[src/rtl/led_pattern_ticker_pkg.sv]
// Shared types and elaboration helpers for the LED pattern ticker.
package led_pkg;

    typedef enum logic [1:0] {
        MODE_UP     = 2'd0,
        MODE_DOWN   = 2'd1,
        MODE_BOUNCE = 2'd2,
        MODE_GRAY   = 2'd3
    } mode_e;

    function automatic int clog2(input int v);
        int r;
        r = 0;
        while ((1 << r) < v) r++;
        return r;
    endfunction

    function automatic logic [31:0] gray(input logic [31:0] v);
        return v ^ (v >> 1);
    endfunction

endpackage

[src/rtl/led_pattern_ticker_btn_debounce.sv]
// Button synchroniser and debouncer; emits a one-cycle pulse when a press is accepted.
module btn_debounce
    import led_pkg::*;
#(
    parameter int DEBOUNCE_CYCLES = 270000
) (
    input  logic XTAL_IN,
    input  logic RST_N,
    input  logic BTN_USER,
    output logic press
);

    localparam int CW = clog2(DEBOUNCE_CYCLES);
    localparam logic [CW-1:0] CNT_LAST = CW'(DEBOUNCE_CYCLES - 1);

    logic [1:0]    r_sync;
    logic          r_db;
    logic [CW-1:0] r_cnt;
    logic          r_press;

    always_ff @(posedge XTAL_IN or negedge RST_N) begin
        if (!RST_N) begin
            r_sync  <= 2'b11;
            r_db    <= 1'b1;
            r_cnt   <= '0;
            r_press <= 1'b0;
        end else begin
            r_sync  <= {r_sync[0], BTN_USER};
            r_press <= 1'b0;
            if (r_sync[1] == r_db) begin
                r_cnt <= '0;
            end else if (r_cnt == CNT_LAST) begin
                // Only the falling (press) edge of the debounced level is reported.
                r_db    <= r_sync[1];
                r_cnt   <= '0;
                r_press <= ~r_sync[1];
            end else begin
                r_cnt <= r_cnt + 1'b1;
            end
        end
    end

    assign press = r_press;

endmodule

[src/rtl/led_pattern_ticker.sv]
// Tick prescaler, button-selected mode register and LED pattern generator.
module led_pattern_ticker
    import led_pkg::*;
#(
    parameter int NUM_LEDS        = 6,
    parameter int CLK_HZ          = 27000000,
    parameter int TICK_HZ         = 2,
    parameter int DEBOUNCE_CYCLES = 270000,
    parameter int ACTIVE_LOW      = 1
) (
    input  logic                XTAL_IN,
    input  logic                RST_N,
    input  logic                BTN_USER,
    output logic [NUM_LEDS-1:0] LED,
    output logic [1:0]          MODE,
    output logic                TICK
);

    localparam int DIV  = CLK_HZ / TICK_HZ;
    localparam int PW   = clog2(DIV);
    localparam int POSW = clog2(NUM_LEDS);
    localparam logic [PW-1:0]       PRE_LAST = PW'(DIV - 1);
    localparam logic [POSW-1:0]     POS_LAST = POSW'(NUM_LEDS - 1);
    localparam logic [NUM_LEDS-1:0] LED_XOR  = (ACTIVE_LOW != 0) ? {NUM_LEDS{1'b1}} : '0;

    logic                w_press;
    logic                w_tick;
    mode_e               r_mode, w_mode_nxt;
    logic [NUM_LEDS-1:0] r_cnt, w_cnt_nxt;
    logic [POSW-1:0]     r_pos, w_pos_nxt;
    logic                r_dir, w_dir_nxt;
    logic [PW-1:0]       r_pre, w_pre_nxt;
    logic [NUM_LEDS-1:0] w_pat;
    logic [NUM_LEDS-1:0] r_led;
    logic                r_tick;

    btn_debounce #(.DEBOUNCE_CYCLES(DEBOUNCE_CYCLES)) u_btn (
        .XTAL_IN  (XTAL_IN),
        .RST_N    (RST_N),
        .BTN_USER (BTN_USER),
        .press    (w_press)
    );

    // A press restarts the pattern and swallows any tick due in the same cycle.
    assign w_tick    = (r_pre == PRE_LAST) && !w_press;
    assign w_pre_nxt = (w_press || r_pre == PRE_LAST) ? '0 : r_pre + 1'b1;

    always_comb begin
        w_mode_nxt = r_mode;
        w_cnt_nxt  = r_cnt;
        w_pos_nxt  = r_pos;
        w_dir_nxt  = r_dir;
        if (w_press) begin
            w_mode_nxt = mode_e'(r_mode + 2'd1);
            w_cnt_nxt  = '0;
            w_pos_nxt  = '0;
            w_dir_nxt  = 1'b0;
        end else if (w_tick) begin
            case (r_mode)
                MODE_DOWN:   w_cnt_nxt = r_cnt - 1'b1;
                MODE_BOUNCE: begin
                    if (!r_dir) begin
                        if (r_pos == POS_LAST) begin
                            w_dir_nxt = 1'b1;
                            w_pos_nxt = r_pos - 1'b1;
                        end else begin
                            w_pos_nxt = r_pos + 1'b1;
                        end
                    end else begin
                        if (r_pos == '0) begin
                            w_dir_nxt = 1'b0;
                            w_pos_nxt = r_pos + 1'b1;
                        end else begin
                            w_pos_nxt = r_pos - 1'b1;
                        end
                    end
                end
                default:     w_cnt_nxt = r_cnt + 1'b1;
            endcase
        end
    end

    always_comb begin
        w_pat = w_cnt_nxt;
        case (w_mode_nxt)
            MODE_BOUNCE: w_pat = NUM_LEDS'(1) << w_pos_nxt;
            MODE_GRAY:   w_pat = NUM_LEDS'(gray(32'(w_cnt_nxt)));
            default:     w_pat = w_cnt_nxt;
        endcase
    end

    always_ff @(posedge XTAL_IN or negedge RST_N) begin
        if (!RST_N) begin
            r_mode <= MODE_UP;
            r_cnt  <= '0;
            r_pos  <= '0;
            r_dir  <= 1'b0;
            r_pre  <= '0;
            r_tick <= 1'b0;
            r_led  <= LED_XOR;
        end else begin
            r_mode <= w_mode_nxt;
            r_cnt  <= w_cnt_nxt;
            r_pos  <= w_pos_nxt;
            r_dir  <= w_dir_nxt;
            r_pre  <= w_pre_nxt;
            r_tick <= w_tick;
            r_led  <= w_pat ^ LED_XOR;
        end
    end

    assign LED  = r_led;
    assign MODE = r_mode;
    assign TICK = r_tick;

endmodule

[config.mk]
export PLATFORM = sky130hd
export DESIGN_NAME = led_pattern_ticker
export DESIGN_NICKNAME = d
export VERILOG_FILES = /design/src/rtl/led_pattern_ticker_pkg.sv /design/src/rtl/led_pattern_ticker_btn_debounce.sv /design/src/rtl/led_pattern_ticker.sv
export SDC_FILE = /design/constraint.sdc
export NUM_CORES = 1
export LEC_CHECK = 0
export ABC_AREA = 0
export BUFFER_PORTS_ARGS = -buffer_cell sky130_fd_sc_hd__buf_2
export CORE_MARGIN = 3
export CORE_UTILIZATION = 60
export CTS_BUF_LIST = sky130_fd_sc_hd__clkbuf_16
export CTS_CLUSTER_SIZE = 40
export DETAILED_ROUTE_END_ITERATION = 16
export PLACE_DENSITY_LB_ADDON = 0.1
export SYNTH_ARGS = -nofsm -noshare
export SYNTH_HDL_FRONTEND = slang
export SYNTH_SLANG_ARGS = --single-unit
[constraint.sdc]
create_clock -name XTAL_IN -period 5 [get_ports XTAL_IN]
set_clock_uncertainty 0.2 [all_clocks]
set_input_delay 1 -clock XTAL_IN [delete_from_list [all_inputs] [get_ports XTAL_IN]]
set_output_delay 1 -clock XTAL_IN [all_outputs]
set_load 0.01 [all_outputs]
Word level (Yosys, flattened, before mapping)
Index checks and enable logic that the tools add are counted.
{"block": "totals", "ff_bits": 66, "wordCells": 61}
{"block": "op_classes", "addsub": 7, "eq_ne": 8, "shift": 1, "n_mux": 22, "n_bitwise": 4, "reduce_logical": 8}
{"cell": "19-bit 2-to-1 mux", "count": 2}
{"cell": "24-bit by 1-bit adder with 24-bit output (second input constant)", "count": 1}
{"cell": "24-bit == test (second input constant)", "count": 1}
{"cell": "24-bit 2-to-1 mux", "count": 1}
{"cell": "6-bit case mux with 2 select lines", "count": 2}
{"cell": "19-bit by 1-bit adder with 19-bit output (second input constant)", "count": 1}
{"cell": "19-bit == test (second input constant)", "count": 1}
{"cell": "3-bit 2-to-1 mux", "count": 6}
{"cell": "6-bit 2-to-1 mux", "count": 2}
{"cell": "1-bit 2-to-1 mux", "count": 8}
{"cell": "6-bit by 1-bit adder with 6-bit output (second input constant)", "count": 1}
{"cell": "2-bit == test (second input constant)", "count": 3}
{"cell": "6-bit NOT", "count": 1}
{"cell": "1-bit by 3-bit << shifter with 6-bit output (first input constant)", "count": 1}
{"cell": "6-bit by 1-bit subtractor with 6-bit output (second input constant)", "count": 1}
{"cell": "6-bit by 5-bit XOR with 6-bit output", "count": 1}
{"cell": "2-bit AND reduction", "count": 2}
{"cell": "2-bit nonzero test", "count": 2}
{"cell": "3-bit by 1-bit adder with 3-bit output (second input constant)", "count": 1}
{"cell": "3-bit == test (second input constant)", "count": 1}
{"cell": "3-bit zero test", "count": 1}
{"cell": "3-bit by 1-bit subtractor with 3-bit output (second input constant)", "count": 1}
{"cell": "2-bit by 1-bit adder with 2-bit output (second input constant)", "count": 1}
{"cell": "2-bit by 1-bit == test with 1-bit output (second input constant)", "count": 1}
{"cell": "6 further kinds", "count": 7}

Logic depth before layout (Yosys ltp)
Gate-level depths: netlist of the first run.
{"block": "depth", "depth_word": 9, "mapped_depth": 13}

Hierarchy
Synthesis of the first run repeated with hierarchy kept, for this count alone.
{"block": "hier_totals", "cells_unflattened": 386, "hier_area_um2": 3832.4}
{"module": "led_pattern_ticker", "n_inst": 1, "cells_per_inst": 283, "area_per_inst_um2": 2688.8, "seq_area_each_um2": 1083.5}
{"module": "btn_debounce", "n_inst": 1, "cells_per_inst": 103, "area_per_inst_um2": 1143.6, "seq_area_each_um2": 579.3}

Least setup slack after synthesis of the first run
Ideal clock, no wire load.
{"block": "synth_timing", "path_kind": "reg2reg", "from": "register r_mode[1], in the netlist MODE[1]", "to": "register r_led[4], in the netlist LED[4]", "setup_time_ps": 94, "t_arrival_ps": 2652, "t_required_ps": 4706, "path_slack_ps": 2053, "path_stages_with_launch": 14, "path_buffers": 2, "cell_sequence": "dfrtp_1 -> clkbuf_1 -> inv_1 -> ha_1 -> clkbuf_1 -> xor2_1 -> ha_1 -> mux2i_1 -> nand3_1 -> a211oi_1 -> xnor2_1 -> nor2_1 -> o32ai_2 -> a311oi_1"}
{"block": "synth_via", "elab_chain_len": 7, "elab_cells_between_ends": 16}
{"element": "from (decl)", "line": "led_pattern_ticker.sv:28", "source": "mode_e r_mode, w_mode_nxt;"}
{"element": "from (signal assigned)", "line": "led_pattern_ticker.sv:102", "source": "r_mode <= w_mode_nxt;"}
{"element": "2-bit == test or 2-bit by 1-bit == test with 1-bit output (tied branches)", "line": "led_pattern_ticker.sv:59", "source": "case (r_mode)"}
{"element": "6-bit case mux with 2 select lines *", "line": "led_pattern_ticker.sv:59"}
{"element": "6-bit 2-to-1 mux *", "line": "led_pattern_ticker.sv:58", "source": "end else if (w_tick) begin"}
{"element": "6-bit 2-to-1 mux *", "line": "led_pattern_ticker.sv:53", "source": "if (w_press) begin"}
{"element": "named net w_cnt_nxt[4]", "line": "led_pattern_ticker.sv:29", "source": "logic [NUM_LEDS-1:0] r_cnt, w_cnt_nxt;"}
{"element": "6-bit by 5-bit XOR with 6-bit output", "line": "led_pattern_ticker_pkg.sv:19", "source": "return v ^ (v >> 1);"}
{"element": "6-bit case mux with 2 select lines *", "line": "led_pattern_ticker.sv:85", "source": "case (w_mode_nxt)"}
{"element": "6-bit NOT (no line) *"}
{"element": "to (signal assigned)", "line": "led_pattern_ticker.sv:108", "source": "r_led <= w_pat ^ LED_XOR;"}
{"element": "to (decl)", "line": "led_pattern_ticker.sv:34", "source": "logic [NUM_LEDS-1:0] r_led;"}
Mark *: on every way through the listed nets, which the timed path passes. The rest lies on a longest branch.
A chain may end at the register's enable or synchronous reset.

Worst setup path in the final report of the first run
Same ends and word-level chain as after synthesis.

==> results.py, run 1 <==
metrics = {
    "floorplan": {
        "fp.dieH_um": 84.2,
        "die-area_um2": 7100,
        "coreArea_um2": 5710,
        "ios": 12,
        "die_width_um": 84.2,
        "rows": 27,
        "initial_core_util_pct": 64.3,
    },
    "sta": {
        "min_period_ns": 3.12,
        "setup_viol": 0,
        "period_share_pct": 62.4,
        "rsz0062_at_grt": "no",
        "worst_pin_slew_ns": 0.832,
        "drv_slew": 0,
        "finalHoldViolCount": 0,
        "fmax_ghz": 0.320,
        "tns_ns": 0,
        "max_slew_margin_pct": 44.1,
        "setup_ws_ns": 1.88,
    },
    "clock_tree": {
        "htreeDepth": 3,
        "clkTransAtPathRegs_ns": 0.06,
        "cts_setup_buffers": 0,
        "clk_latency_ns": 0.32,
        "clockRootBuffer": "clkbuf_16",
        "cts-resized-gates": 0,
        "clkSinkCount": 66,
        "cts_buffers": 9,
        "cts_hold_buf": 0,
        "cts_tree": "yes",
        "clock_path_buffers": 2,
    },
    "synth": {
        "synthArstFlopShare_pct": 100,
        "synth_top_flop_cell": "dfrtp_1",
        "synth_enable_flop_cells": 0,
        "synth_commonest_cells": "60 x nor2_1, 57 x dfrtp_1, 28 x nand2_1",
        "synth_cells": 387,
        "ys_seq_area_share_pct": 45.3,
        "synth_cell_types": 52,
        "yosysMostFrequentCell": "nor2_1",
        "ys_warn_count": 0,
        "postSynthNetCount": 400,
        "synth_top_area_share_pct": 38.8,
        "synth-seq-cells": 66,
        "synth.area.top_cells": "dfrtp_1 39%, dfstp_2 6.4%, nor2_1 6.1%",
        "syn_area_per_cell_um2": 9.49,
        "yosysTopAreaCell": "dfrtp_1",
        "synth.cell_area_um2": 3670,
    },
    "grt": {
        "met2_usage_pct": 34.3,
        "grt_util_met3_pct": 5.00,
        "grt.busiest_layer": "met2",
        "globalRouteMet1Util_pct": 30.4,
        "grt_pass1_wl_mm": 12.5,
        "gr-total-overflow": 0,
        "grt_pass1_vias": 2682,
        "grt_max_degree": 45,
        "grt_usage_pct": 22.0,
        "antenna_found_initial": 0,
    },
    "critical_path": {
        "cp.arrival_ns": 3.16,
        "rrSetupSlack_ns": 1.88,
        "setup.worst_path.end_class": "register",
        "crit_cells": 11,
        "path_cells": "inv_1 -> ha_1 -> xor2_1 -> ha_1 -> mux2i_1 -> nand3_1 -> a211oi_1 -> xnor2_1 -> nor2_1 -> o32ai_2 -> a311oi_1",
        "cp_common_cell": "ha_1",
        "critPathBufInv": 1,
        "critical_path.max_stage_delay_ns": 0.62,
        "critical_path_class": "register to register",
        "slowest_stage": "dfrtp_1",
        "crit_fanout": 14,
        "required_ns": 5.03,
        "reg2regPathDepth": 11,
        "crit_family": "compound AO/OA/AOI/OAI gates",
        "worstSetupStartpointType": "register",
    },
    "power_and_ir_drop": {
        "vdd_drop_max_mv": 0.238,
        "power_frac_clock_pct": 52.0,
        "power.total_mw": 1.16,
        "internal_power_mw": 0.920,
        "seq_power_share_pct": 46.6,
        "swShare_pct": 20.6,
        "switchingPower_mw": 0.239,
        "comb_power_share_pct": 1.4,
        "powerDensity_nw_per_um2": 285,
        "leakage_nw": 1.70,
    },
    "route": {
        "drtIter0Drc": 132,
        "wire_per_inst_um": 15.4,
        "wirelength_mm": 7.31,
        "first_pass_iters": 4,
        "drc": 0,
        "ant_nets": 0,
        "vias_per_cell": 5.88,
        "num_vias": 2786,
    },
    "finish": {
        "finalNonFillerCells": 474,
        "syn_to_final_growth_pct": 10.6,
        "insertedDiodeCount": 0,
        "nNetsFinal": 410,
        "drive_gt1_share_pct": 11.9,
        "utilization_pct": 71.2,
    },
    "run": {
        "drv_cap": 0,
    },
    "place": {
        "place_inst": 458,
        "detailed_place_hpwl_mm": 5.07,
        "portBuffers": 11,
        "place_ws_ns": 1.94,
        "place_congestion": 0.845,
    },
    "outcome": {
        "outcome": "complete, no violations",
    },
    "min_path": {
        "hold_depth": 0,
        "hp-class": "register to register",
    },
}
==> kinds of logic after synthesis <==
family / after synthesis / share of synthesized area, %
AOI/OAI and AO/OA: 50 / 8.89
xor gates and xnor gates: 46 / 11.2
adders and majority gates: 10 / 3.41
buffers and inverters: 25 / 2.76
DFF: 66 / 45.3
muxes: 6 / 1.67
and+or+nand+nor: 184 / 26.8
==> power groups by stage <==
stage	registers (mW)	clock network, mW	logic [mW]
CTS	0.540	0.610	0.0175
finish	0.540	0.602	0.0165
global route	0.540	0.637	0.0198
global placement	0.549	0	0.0173
floorplan	0.549	0	0.00463
detailed placement	0.549	0	0.0175
==> sequential cells by signal, indices dropped and copies added, names as in the netlist, 2 cells and up <==
signal        flops
r_pre            24
LED               6
MODE              2
u_btn.r_sync      2
r_cnt             6
r_pos             3
u_btn.r_cnt      19
==> metrics by stage <==
step | area, um2 | hold slack, ns
CTS | 4060 | 0.156
global placement | 3780 | 0.146
detailed placement | 3780 | 0.148
floorplan | 3670 | 0.145
finish | 4060 | 0.155
global route | 4060 | 0.163
==> layer usage <==
layer  up-vias  wire length (um)  part of all wire, %
met1      1341              3530                   48
met5         -                 0                    0
met4         0               118                  1.6
met3        12               276                  3.8
met2        50              3380                   46
li1       1383                 -                    -
==> layout by cell type (no fill, tap or decap), types with 2 or more instances in the layout <==
cell,instances
nor2_1,60
dfrtp_1,57
nand2_1,28
xor2_1,25
nand3_1,23
xnor2_1,20
a21oi_1,16
nor3_1,13
inv_1,11
o21ai_0,11
buf_2,11
ha_1,10
dfstp_2,9
clkbuf_16,9
and3_1,8
or3_1,8
nand4_1,7
a211oi_1,7
and4_1,5
mux2i_1,5
nand2b_1,4
clkinv_1,4
nor2b_1,3
nor4_1,3
nor3b_1,3
nor4b_1,3
or4_4,2
o21a_1,2
a211o_1,2
nand4b_1,2
or2_2,2
a31oi_1,2
a311oi_1,2
clkinvlp_4,2
buf_4,2
==> area by class of cell <==
| cell class | count | area (um2) |
|---|---|---|
| Clock inverter | 7 | 60.1 |
| Timing Repair Buffer | 13 | 70.1 |
| Sequential cell | 66 | 1660 |
| Tap cell | 72 | 90.1 |
| Inverter | 11 | 41.3 |
| Multi-Input combinational cell | 296 | 1910 |
| Fill cell | 460 | 1650 |
| Clock buffer | 9 | 225 |
==> worst paths after layout <==
path	to	from
worst min register to register	u_btn.r_sync[1]	u_btn.r_sync[0]
min in group asynchronous	r_pos[0]	RST_N
worst max register to register	LED[4]	MODE[1]
worst max-delay path	LED[4]	MODE[1]
max in group asynchronous	u_btn.r_sync[1]	RST_N
worst min-delay path	u_btn.r_sync[1]	u_btn.r_sync[0]
Power figures use the tool's default switching activity.
==> inputs of run 2 (changes only) <==
Settings changed: ABC_AREA 0 to 1, CORE_UTILIZATION 60 to 57.
Clock period 5 ns to 2.65 ns, I/O delays scaled along.
==> results.py, run 2 <==
metrics = {
    "clock_tree": {
        "cts_tree": "yes",
        "clk_latency_ns": 0.33,
        "clock_path_buffers": 2,
        "clkSinkCount": 66,
        "clkTransAtPathRegs_ns": 0.05,
        "htreeDepth": 3,
        "cts_setup_buffers": 0,
        "clockRootBuffer": "clkbuf_16",
        "cts_buffers": 9,
    },
    "floorplan": {
        "die_width_um": 90.8,
        "fp.dieH_um": 90.8,
        "coreArea_um2": 6870,
        "die-area_um2": 8250,
        "initial_core_util_pct": 59.7,
        "ios": 12,
        "rows": 30,
    },
    "route": {
        "drc": 0,
        "num_vias": 3421,
        "vias_per_cell": 5.21,
        "wire_per_inst_um": 12.6,
        "drtIter0Drc": 198,
        "first_pass_iters": 4,
        "ant_nets": 0,
        "wirelength_mm": 8.26,
    },
    "sta": {
        "finalHoldViolCount": 6,
        "min_period_ns": 2.35,
        "hold_ws_ns": -0.0180,
        "fmax_ghz": 0.426,
        "tns_ns": 0,
        "worst_pin_slew_ns": 0.504,
        "drv_slew": 0,
        "setup_viol": 0,
        "setup_ws_ns": 0.304,
        "max_slew_margin_pct": 66.3,
        "rsz0062_at_grt": "no",
        "period_share_pct": 88.5,
    },
    "finish": {
        "largest_reg_flops": 24,
        "largest-register": "r_pre",
        "finalNonFillerCells": 656,
        "utilization_pct": 66.2,
        "largestRegisters": "r_pre: 24 flops, u_btn.r_cnt: 19 flops",
        "register_area_um2": 1660,
        "insertedDiodeCount": 0,
        "multi_input_area_um2": 2130,
        "fill_cells": 589,
        "layout_commonest_cell": "nand2_1",
        "final_cell_mix": "144 x nand2_1, 62 x inv_1, 57 x dfrtp_1, 57 x nor2_1, 35 x nand3_1",
        "syn_to_final_growth_pct": 11.0,
        "nNetsFinal": 568,
        "drive_gt1_share_pct": 18.2,
    },
    "critical_path": {
        "slowest_stage": "dfrtp_1",
        "reg2regPathDepth": 15,
        "crit_cells": 15,
        "cp_common_cell": "nand2_1",
        "critical_path_class": "register to register",
        "worstSetupStartpointType": "register",
        "required_ns": 2.72,
        "worstSetupStartpoint": "MODE[0]",
        "cp.arrival_ns": 2.42,
        "r2r-start": "MODE[0]",
        "path_cells": "ha_4 -> inv_2 -> nand2_1 -> nand2_1 -> inv_1 -> ha_1 -> inv_1 -> nand2_1 -> xor2_1 -> nand3_1 -> nand3_2 -> nor2_2 -> nand2_1 -> nand3_1 -> and2_1",
        "crit_fanout": 9,
        "critical_path.max_stage_delay_ns": 0.46,
        "rrSetupSlack_ns": 0.30,
        "crit_end": "LED[1]",
        "crit_family": "simple AND/OR/NAND/NOR gates",
        "critPathBufInv": 3,
        "reg2reg_to": "LED[1]",
        "setup.worst_path.end_class": "register",
    },
    "synth": {
        "yosysTopAreaCell": "dfrtp_1",
        "synth_compound_area_share_pct": 5.71,
        "postSynthNetCount": 552,
        "synth.area.top_cells": "dfrtp_1 35%, nand2_1 13%, dfstp_2 5.8%",
        "synth-seq-cells": 66,
        "synth_top_flop_cell": "dfrtp_1",
        "synth_cell_types": 43,
        "ys_seq_area_share_pct": 40.6,
        "syn_area_per_cell_um2": 7.61,
        "synth-simple-area-share_pct": 39.3,
        "ys_warn_count": 0,
        "synth_enable_flop_cells": 0,
        "synth_adder_area_share_pct": 3.05,
        "muxShareOfSynthArea_pct": 0.244,
        "synth.cell_area_um2": 4100,
        "synthArstFlopShare_pct": 100,
        "synth_top_area_share_pct": 34.8,
        "synth_commonest_cells": "144 x nand2_1, 63 x inv_1, 58 x nor2_1",
        "synth_xor_xnor_area_share_pct": 3.20,
        "yosysMostFrequentCell": "nand2_1",
        "synth_cells": 539,
        "synth_top_family_by_area": "simple AND/OR/NAND/NOR gates",
    },
    "outcome": {
        "violations": "hold timing",
        "outcome": "finished, violations left",
    },
    "power_and_ir_drop": {
        "power.total_mw": 2.13,
        "power_frac_clock_pct": 50.3,
        "swShare_pct": 22.3,
        "comb_power_share_pct": 1.7,
        "switchingPower_mw": 0.473,
        "vdd_drop_max_mv": 0.414,
        "seq_power_share_pct": 48.0,
        "powerDensity_nw_per_um2": 467,
        "leakage_nw": 2.28,
        "internal_power_mw": 1.65,
    },
    "place": {
        "place_ws_ns": -0.128,
        "place_congestion": 0.865,
        "detailed_place_hpwl_mm": 6.02,
        "place_inst": 640,
        "portBuffers": 11,
    },
    "grt": {
        "globalRouteMet1Util_pct": 28.1,
        "antenna_found_initial": 0,
        "gr-total-overflow": 0,
        "grt_max_degree": 67,
        "grt.busiest_layer": "met2",
        "grt_pass1_wl_mm": 14.8,
        "grt_usage_pct": 21.8,
        "grt_pass1_vias": 3363,
        "met2_usage_pct": 36.1,
        "grt_util_met3_pct": 3.92,
    },
    "min_path": {
        "hp-class": "input port to async pin",
    },
    "run": {
        "drv_cap": 0,
    },
}
==> run 2: changes by cell type in the layout (fill, tap and decap cells not counted), sizes merged, moves of 14 or more <==
cell / delta
nor2: +16
nand2: +127
xor2: -17
nand3: +19
inv: +63
xnor2: -14
==> run 2: worst min-delay path by stage <==
stage / end / slack, ns / cells after the start
floorplan: MODE[0] / 0.03 / 0
global placement: u_btn.r_sync[1] / 0.15 / 0
detailed placement: u_btn.r_sync[1] / 0.15 / 0
CTS: u_btn.r_cnt[11] / 0.03 / 2
global route: r_pre[20] / 0.04 / 2
finish: u_btn.r_cnt[12] / -0.02 / 2
==> run 2: layout make-up <==
class,count,area share (%)
Clock buffer,9,4.95
Sequential cell,66,36.5
Clock inverter,7,1.02
Inverter,75,6.19
Timing Repair Buffer,13,1.81
Multi-Input combinational cell,390,46.9
Tap cell,96,2.64
==> run 2: power groups by stage <==
stage	clock network, mW	registers, mW	logic, mW
finish	1.07	1.02	0.0363
global placement	0	1.04	0.0381
detailed placement	0	1.04	0.0384
CTS	1.09	1.02	0.0384
floorplan	0	1.04	0.0110
global route	1.14	1.02	0.0414
==> run 2: logic make-up (layout without fill, tap and decap cells) <==
kind of cell | count (synthesis) | in the layout
multiplexers | 1 | 1
XOR/XNOR | 15 | 15
AO/OA/AOI/OAI | 42 | 42
AND/OR/NAND/NOR | 322 | 322
flip-flops | 66 | 66
adder cells (fa/ha/maj) | 10 | 10
buffers and inverters | 83 | 104
==> run 2: timing repair <==
item,4_1_cts,5_1_grt
setup endpoints to repair,9,6
resized for setup,1,4
hold endpoints to repair,0,0
hold buffers,0,0
==> run 2: worst register-to-register path: cells and delay by family (launching register included) <==
family | cells | cell delay, ns
flip-flops | 1 | 0.46
buffers and inverters | 3 | 0.20
AND/OR/NAND/NOR | 9 | 0.83
XOR/XNOR | 1 | 0.17
adder cells (fa/ha/maj) | 2 | 0.41
==> run 2: per-layer routing <==
| metal | share of wire, % | vias to the layer above |
|---|---|---|
| li1 | - | 1759 |
| met1 | 47 | 1588 |
| met2 | 47 | 60 |
| met3 | 3.1 | 14 |
| met4 | 2.7 | 0 |
| met5 | 0 | - |
==> run 2: per-stage QoR <==
| stage | hold WS (ns) | cell area, um2 |
|---|---|---|
| after floorplan | 0.0344 | 4100 |
| after global placement | 0.146 | 4260 |
| after detailed placement | 0.152 | 4260 |
| after CTS | 0.0313 | 4530 |
| after global routing | 0.0397 | 4550 |
| final | -0.0180 | 4550 |
==> inputs of run 3 (changes only) <==
Settings changed: CORE_ASPECT_RATIO set to 1.75.
==> results.py, run 3 (same netlist as run 2, synthesis figures left out) <==
metrics = {
    "floorplan": {
        "rows": 40,
        "die-area_um2": 8290,
        "fp.dieH_um": 118,
        "ios": 12,
        "initial_core_util_pct": 59.4,
        "die_width_um": 70.1,
        "coreArea_um2": 6910,
    },
    "grt": {
        "gr-total-overflow": 0,
        "grt_pass1_vias": 3303,
        "grt_pass1_wl_mm": 14.9,
        "grt_max_degree": 40,
        "grt_usage_pct": 22.5,
        "antenna_found_initial": 0,
    },
    "sta": {
        "finalHoldViolCount": 0,
        "fmax_ghz": 0.420,
        "drv_slew": 0,
        "period_share_pct": 89.9,
        "rsz0062_at_grt": "no",
        "max_slew_margin_pct": 57.5,
        "min_period_ns": 2.38,
        "hold_ws_ns": 0.0205,
        "setup_viol": 0,
        "worst_pin_slew_ns": 0.638,
        "tns_ns": 0,
    },
    "critical_path": {
        "critical_path_class": "register to register",
        "worstSetupStartpointType": "register",
        "reg2reg_to": "LED[4]",
        "cp.arrival_ns": 2.44,
        "path_cells": "inv_1 -> ha_2 -> inv_1 -> nand2_1 -> nand2_1 -> inv_1 -> ha_1 -> inv_1 -> nand2_1 -> nand4_1 -> nand2_1 -> nand2_1 -> nand2_1 -> nand2_1 -> nand2_2 -> inv_2 -> nand3_1 -> nand3_1 -> nand2_1 -> nand2_1",
        "worstSetupStartpoint": "MODE[1]",
        "crit_fanout": 9,
        "r2r-start": "MODE[1]",
        "required_ns": 2.71,
        "critical_path.max_stage_delay_ns": 0.40,
        "setup.worst_path.end_class": "register",
        "crit_family": "simple AND/OR/NAND/NOR gates",
        "critPathBufInv": 5,
        "rrSetupSlack_ns": 0.27,
        "slowest_stage": "dfrtp_1",
        "reg2regPathDepth": 20,
        "cp_common_cell": "nand2_1",
    },
    "power_and_ir_drop": {
        "powerDensity_nw_per_um2": 476,
        "vdd_drop_max_mv": 0.513,
        "switchingPower_mw": 0.429,
        "comb_power_share_pct": 1.7,
        "power_frac_clock_pct": 51.1,
        "seq_power_share_pct": 47.2,
        "leakage_nw": 2.30,
        "swShare_pct": 19.9,
        "internal_power_mw": 1.73,
        "power.total_mw": 2.16,
    },
    "route": {
        "first_pass_iters": 4,
        "wirelength_mm": 8.57,
        "drc": 0,
        "wire_per_inst_um": 13.3,
        "drtIter0Drc": 224,
        "num_vias": 3441,
        "vias_per_cell": 5.33,
        "ant_nets": 0,
    },
    "finish": {
        "largestRegisters": "r_pre: 24 flops, u_btn.r_cnt: 19 flops",
        "finalNonFillerCells": 646,
        "nNetsFinal": 571,
        "insertedDiodeCount": 0,
        "syn_to_final_growth_pct": 10.9,
        "layout_commonest_cell": "nand2_1",
        "largest-register": "r_pre",
        "drive_gt1_share_pct": 17.8,
        "fill_cells": 578,
        "register_area_um2": 1660,
        "multi_input_area_um2": 2110,
        "final_cell_mix": "144 x nand2_1, 65 x inv_1, 58 x nor2_1",
        "largest_reg_flops": 24,
    },
    "clock_tree": {
        "clock_path_buffers": 2,
        "clkSinkCount": 66,
        "cts_tree": "yes",
        "clockRootBuffer": "clkbuf_16",
        "clk_latency_ns": 0.33,
        "htreeDepth": 3,
        "clkTransAtPathRegs_ns": 0.05,
        "cts_hold_buf": 0,
        "cts_buffers": 9,
    },
    "place": {
        "portBuffers": 11,
        "place_congestion": 0.947,
        "detailed_place_hpwl_mm": 6.63,
        "place_inst": 631,
    },
    "run": {
        "drv_cap": 0,
    },
    "outcome": {
        "outcome": "complete, no violations",
    },
    "min_path": {
        "hp-class": "input port to async pin",
    },
}
-- run 3: cell type report --
type	count	share of cell area [%]
multi-input combinational	390	46.5
sequential	66	36.6
inverter	75	6.19
clock buffer	9	4.95
timing repair buffer	16	2.31
tap	84	2.31
clock inverter	6	1.13
-- run 3: how the worst max path moves through the flow --
stage	depth (start not counted)	slack [ns]	to
2_1_floorplan	15	0.35	LED[1]
3_3_place_gp	18	0.31	LED[3]
3_5_place_dp	20	0.15	LED[4]
4_1_cts	20	0.14	LED[4]
5_1_grt	20	0.02	LED[4]
6_report	20	0.27	LED[4]
-- run 3: power by group through the flow --
stage | registers, mW | logic [mW] | clock network (mW)
CTS | 1.02 | 0.0384 | 1.13
floorplan | 1.04 | 0.0110 | 0
global route | 1.02 | 0.0422 | 1.17
global placement | 1.04 | 0.0373 | 0
detailed placement | 1.04 | 0.0385 | 0
finish | 1.02 | 0.0360 | 1.10
-- run 3: routing by layer --
layer	routed length, um	GRT usage (%)	vias to the layer above
met5	0	0	-
li1	-	-	1757
met1	3410	25.4	1595
met4	334	11.6	0
met2	4590	39.2	65
met3	238	5.02	24
-- run 3: per-stage QoR --
step                util [%]  instance area [um2]  setup slack [ns]
floorplan                  -                 4100             0.354
global placement        61.8                 4270             0.306
detailed placement      61.8                 4270             0.149
CTS                     65.8                 4540             0.140
global route            65.8                 4550            0.0213
finish                  65.8                 4550             0.268
-- run 3: repair_timing --
action,4_1_cts,5_1_grt
buffers inserted,0,0
gates resized for setup,0,1
setup endpoints to repair,0,3
